## src/rtl/sensor_acq_sequencer.sv

```systemverilog
// One acquisition round: fan out start pulses to enabled sensors, time each done,
// enforce an optional timeout and count triggers that arrive while a round is running.
module sensor_acq_sequencer #(
  parameter int N_SENS = 6,
  parameter int CNT_W  = 32,
  parameter int OVR_W  = 16
) (
  input  logic              clk,
  input  logic              rst,
  input  logic              trigger,
  input  logic [N_SENS-1:0] en_bits,
  input  logic [CNT_W-1:0]  timeout_cycles,
  input  logic [N_SENS-1:0] done,
  input  logic              ovr_clr,
  input  logic [2:0]        time_sel,
  output logic [N_SENS-1:0] start,
  output logic              busy,
  output logic              acq_done,
  output logic [N_SENS-1:0] timeout_flags,
  output logic [OVR_W-1:0]  overrun_count,
  output logic [CNT_W-1:0]  time_out
);

  typedef enum logic [1:0] {IDLE, START, WAIT, FINISH} state_t;

  state_t            state_q, state_d;
  logic [N_SENS-1:0] en_q, en_d;
  logic [N_SENS-1:0] pending_q, pending_d;
  logic [N_SENS-1:0] start_q, start_d;
  logic [N_SENS-1:0] flags_q, flags_d;
  logic [N_SENS-1:0] remaining;
  logic [CNT_W-1:0]  to_q, to_d;
  logic [CNT_W-1:0]  cnt_q, cnt_d;
  logic [CNT_W-1:0]  time_out_q, time_out_d;
  logic [OVR_W-1:0]  ovr_q, ovr_d;
  logic [CNT_W-1:0]  time_q [N_SENS];
  logic [CNT_W-1:0]  time_d [N_SENS];
  logic              timeout_hit;

  // Channels still outstanding once this cycle's dones are applied; a done
  // arriving on the timeout cycle therefore beats the timeout.
  assign remaining   = pending_q & ~done;
  assign timeout_hit = (state_q == WAIT) && (remaining != '0) &&
                       (to_q != '0) && (cnt_q == to_q);

  always_comb begin
    state_d   = state_q;
    en_d      = en_q;
    to_d      = to_q;
    pending_d = pending_q;
    cnt_d     = cnt_q;
    start_d   = '0;
    flags_d   = flags_q;
    time_d    = time_q;

    case (state_q)
      IDLE: begin
        if (trigger) begin
          if (en_bits != '0) begin
            en_d    = en_bits;
            to_d    = timeout_cycles;
            start_d = en_bits;
            state_d = START;
          end else begin
            state_d = FINISH;
          end
        end
      end
      START: begin
        pending_d = en_q;
        cnt_d     = {{(CNT_W-1){1'b0}}, 1'b1};
        flags_d   = '0;
        state_d   = WAIT;
      end
      WAIT: begin
        for (int i = 0; i < N_SENS; i++) begin
          if (pending_q[i] && done[i]) time_d[i] = cnt_q;
        end
        pending_d = remaining;
        if (remaining == '0) begin
          state_d = FINISH;
        end else if (timeout_hit) begin
          flags_d = remaining;
          for (int i = 0; i < N_SENS; i++) begin
            if (remaining[i]) time_d[i] = '1;
          end
          pending_d = '0;
          state_d   = FINISH;
        end else if (cnt_q != '1) begin
          cnt_d = cnt_q + 1'b1;
        end
      end
      FINISH: begin
        state_d = IDLE;
      end
      default: begin
        state_d = IDLE;
      end
    endcase
  end

  // Clear takes priority over a simultaneously dropped trigger.
  always_comb begin
    ovr_d = ovr_q;
    if (ovr_clr) begin
      ovr_d = '0;
    end else if (trigger && (state_q != IDLE) && (ovr_q != '1)) begin
      ovr_d = ovr_q + 1'b1;
    end
  end

  always_comb begin
    time_out_d = '0;
    for (int i = 0; i < N_SENS; i++) begin
      if (int'(time_sel) == i) time_out_d = time_q[i];
    end
  end

  always_ff @(posedge clk) begin
    if (rst) begin
      state_q    <= IDLE;
      en_q       <= '0;
      to_q       <= '0;
      pending_q  <= '0;
      cnt_q      <= '0;
      start_q    <= '0;
      flags_q    <= '0;
      ovr_q      <= '0;
      time_out_q <= '0;
      for (int i = 0; i < N_SENS; i++) time_q[i] <= '0;
    end else begin
      state_q    <= state_d;
      en_q       <= en_d;
      to_q       <= to_d;
      pending_q  <= pending_d;
      cnt_q      <= cnt_d;
      start_q    <= start_d;
      flags_q    <= flags_d;
      ovr_q      <= ovr_d;
      time_out_q <= time_out_d;
      for (int i = 0; i < N_SENS; i++) time_q[i] <= time_d[i];
    end
  end

  assign start         = start_q;
  assign busy          = (state_q != IDLE);
  assign acq_done      = (state_q == FINISH);
  assign timeout_flags = flags_q;
  assign overrun_count = ovr_q;
  assign time_out      = time_out_q;

endmodule

```

## config.mk

```make
export PLATFORM = sky130hd
export DESIGN_NAME = sensor_acq_sequencer
export DESIGN_NICKNAME = d
export VERILOG_FILES = /design/src/rtl/sensor_acq_sequencer.sv
export SDC_FILE = /design/constraint.sdc
export NUM_CORES = 1
export LEC_CHECK = 0
export ABC_AREA = 1
export CELL_PAD_IN_SITES_DETAIL_PLACEMENT = 1
export CELL_PAD_IN_SITES_GLOBAL_PLACEMENT = 1
export CORE_MARGIN = 1
export CORE_UTILIZATION = 39
export DETAILED_ROUTE_END_ITERATION = 10
export PLACE_DENSITY = 0.74
export SETUP_SLACK_MARGIN = 0.15
export SLEW_MARGIN = 20
export SYNTH_ARGS = -nofsm -noshare
export SYNTH_HDL_FRONTEND = slang
export SYNTH_SLANG_ARGS = --single-unit
```

## constraint.sdc

```tcl
create_clock -name clk -period 2 [get_ports clk]
set_clock_uncertainty 0.1 [all_clocks]
set_input_delay 0.3 -clock clk [delete_from_list [all_inputs] [get_ports clk]]
set_output_delay 0.3 -clock clk [all_outputs]
set_load 0.02 [all_outputs]
```

==> reports/results.tsv <==
stage	metric	value	unit
worst_setup_path	reg2reg end	cnt_q[10]$_SDFFE_PP0P_	
route	routed vias	17300	
place	port buffer count	112	
sta	max-slew violation count	0	
worst_setup_path	Crit Path Class	flip-flop to flip-flop	
floorplanning	Die Ht	200	um
finish	layout cells sized above 1	0.261	
worst_setup_path	CP startpoint kind	flip-flop	
sta	Final Setup Violations	227	
worst_setup_path	CP max FO	2	
global_route	GRT Resource Usage Total	0.317	
finish	FILL cells	4746	
floorplanning	FP Rows	72	
route	Post-DRT Antenna Nets	0	
logic_synthesis	Synth Register Bits	330	
route	number of vias per cell	5.60	
outcome	status	finished, violations left	
cts	CTS Sinks	330	
job	max-cap viol count	0	
cts	CTS tree	built	
worst_setup_path	Reg2Reg Setup Slack	-0.24	ns
sta	fin crit share	1.12	
min_path	hold crit path type	input pin to flip-flop	
logic_synthesis	Post-Syn Area	15300	sq um
power	VDD IR max	710	uV
outcome	failing checks	negative setup slack	
worst_setup_path	Worst Setup End Kind	flip-flop	
cts	Bufs on Longest Clock Path	3	
logic_synthesis	Primary FF master, synth	dfxtp_1	
floorplanning	# IOs	113	
sta	slew margin rel.	0.405	
sta	Final Critical Period	2.24	ns
floorplanning	chip width	200	um
finish	Final Non-Filler Cells	3086	
cts	clock latency on the worst-skew pair	0.57	ns
logic_synthesis	asr flop ratio synth	0	
worst_setup_path	Req. time, crit path	2.31	ns
floorplanning	Die ar.	40100	sq um
min_path	hold path endpoint	overrun_count[13]$_SDFFE_PP0P_	
place	dpl ws	-0.458	ns
cts	clock buffer count from CTS	39	
logic_synthesis	sequential fraction of the synthesis area	0.431	
logic_synthesis	Post-synth EDFFs	0	
finish	final core utilization	0.571	
worst_setup_path	worst reg2reg path depth	16	
place	Placer Congestion	0.907	
power	P per Cell Area	905	nW/um^2
floorplanning	Initial Util	0.396	
sta	Final Hold Vio Count	0	
route	1st-iter DRT viols	1324	
global_route	number of global-route vias before repair	17800	
finish	# diodes	0	
worst_setup_path	Max stage delay on crit path	0.33	ns
worst_setup_path	Crit-path slowest cell	dfxtp_2	
finish	most common cell after layout, fill and taps aside	nand2_1	
min_path	Hold Crit Depth	4	
min_path	Worst Min Path Start	rst	
global_route	first-pass GRT wire length	99900	um
global_route	initial antenna violation count	0	
worst_setup_path	Data arrival, critical path	2.55	ns
logic_synthesis	Yosys cell types	39	
floorplanning	core area	38700	sq um
cts	H-Tree Depth	2	
sta	fmax	0.446	GHz
sta	RSZ-0062 raised after global routing	true	
finish	fin nets	2596	
global_route	largest net degree at the start of global routing	142	
route	DRC viols	0	
place	dpl hpwl	41600	um
route	wire per inst	22.0	um
logic_synthesis	Avg Cell Area, Syn	6.98	sq um
global_route	remaining global-route overflow	0	
power	Tot Pwr	20000	uW
worst_setup_path	Worst path most repeated cell	buf_6	
power	static leakage	0.00872	uW
logic_synthesis	syn nets	2256	
sta	Worst Tran Pin Value	0.893	ns
finish	commonest non-fill, non-tap cells in the layout	357 x nand2_1, 341 x a21oi_1, 309 x dfxtp_1	
logic_synthesis	Synth Instances	2199	
cts	Root Buffer Master	clkbuf_16	
place	total placed cells including tap cells	2959	
cts	Clock transition at path regs	0.06	ns
worst_setup_path	FF-to-FF Start	cnt_q[5]$_SDFFE_PP0P_	
finish	area grow syn2layout	44.2	%
logic_synthesis	YS warnings	0	
worst_setup_path	crit-path cells	buf_6 -> nand2_4 -> nor3_4 -> buf_4 -> buf_6 -> buf_6 -> buf_6 -> buf_6 -> nand2_4 -> nor2_4 -> buf_4 -> buf_4 -> xor2_1 -> nor2_1 -> nand3_2 -> a21oi_1	
route	routed wire length	68000	um
route	drt pass-1 iters	5	
sta	final setup margin	-0.243	ns
-- sequential cells by signal, indices dropped and copies added (netlist names), 16 cells and up --
register,cells
cnt_q,32
time_out,32
time_q,192
overrun_count,16
to_q,32
-- per-stage QoR --
step	hold WS, ns	area (sq um)	TNS [ns]
after global routing	0.0881	22100	-51.62
after CTS	0.0586	21400	-17.10
after detailed placement	0.360	19000	-83.38
final	0.0677	22100	-30.62
after floorplan	0.323	15400	0
after global placement	0.352	19000	-71.10
-- synthesized netlist by cell type, types with 2 or more instances --
cell	instances	area share
a211oi_1	6	0.0029
inv_2	14	0.0034
buf_6	9	0.0066
nand3b_1	3	0.0015
xnor2_1	4	0.0023
nor3b_1	2	0.00098
nand3b_4	3	0.0039
a21oi_2	40	0.023
a31o_2	6	0.0034
buf_2	14	0.0046
o21ai_0	177	0.058
nand2_1	394	0.096
nor3_1	28	0.0091
ha_1	6	0.0049
nor2_1	225	0.055
a21oi_1	426	0.14
nand4_1	31	0.013
clkinv_1	2	0.00049
nor2_2	2	0.00082
nand3_1	73	0.024
buf_1	3	0.00073
buf_4	11	0.0054
o22ai_1	37	0.015
xor2_1	18	0.010
inv_1	211	0.052
clkbuf_1	112	0.027
dfxtp_1	330	0.43
-- worst max-delay path, delay by kind of cell, from the launching register on --
family | cells | cell delay [ns]
AND/OR/NAND/NOR | 6 | 0.63
AO/OA/AOI/OAI | 1 | 0.06
XOR/XNOR | 1 | 0.16
buffers and inverters | 8 | 0.81
flip-flops | 1 | 0.33
-- power by group --
group / switching, uW / leakage, uW / internal (uW)
registers: 307 / 0.00268 / 7000
logic: 3150 / 0.00541 / 2370
clock network: 2980 / 0.000627 / 4220
-- layout make-up --
type,instances,area [sq um],share of cell area
Clock buffer,57,1130,0.0513
Multi-Input combinational cell,1492,8070,0.364
Tap cell,518,648,0.0293
Clock inverter,13,140,0.00633
Timing Repair Buffer,449,4640,0.210
Sequential cell,330,6650,0.300
Inverter,227,857,0.0387
-- routing by layer --
metal,share of wire,vias up,track usage
met4,0.044,0,0.136
met1,0.42,8573,0.402
met2,0.48,603,0.537
met5,0,-,0
met3,0.060,194,0.0426
li1,-,7924,-
-- timing repair --
action	CTS	global route
pin swaps	26	36
hold endpoints to repair	3	0
hold buffers	1	0
setup buffers	31	9
setup endpoints to repair	347	356
resized for setup	162	141
gates cloned	12	4
-- kinds of logic after synthesis --
group | Yosys count | share of synthesized area
DFF | 330 | 0.431
AOI/OAI and AO/OA | 697 | 0.244
and+or+nand+nor | 767 | 0.208
buffers and inverters | 377 | 0.101
adders and majority gates | 6 | 0.00489
xor gates and xnor gates | 22 | 0.0126
-- worst max-delay path by stage --
stage                       startpoint                             to  slack [ns]  cells after the start
3_5_place_dp                   done[3]  timeout_flags[2]$_SDFFE_PP0P_       -0.46                     14
6_report         cnt_q[5]$_SDFFE_PP0P_         cnt_q[10]$_SDFFE_PP0P_       -0.24                     16
5_1_grt         cnt_q[11]$_SDFFE_PP0P_         cnt_q[20]$_SDFFE_PP0P_       -0.34                     12
4_1_cts         cnt_q[15]$_SDFFE_PP0P_        time_q[34]$_SDFFE_PP0N_       -0.16                     10
3_3_place_gp                   done[3]  timeout_flags[3]$_SDFFE_PP0P_       -0.39                     14
2_1_floorplan  state_q[0]$_SDFFE_PP0P_  timeout_flags[2]$_SDFFE_PP0P_        0.13                     12
(Power assumes the default switching activity.)
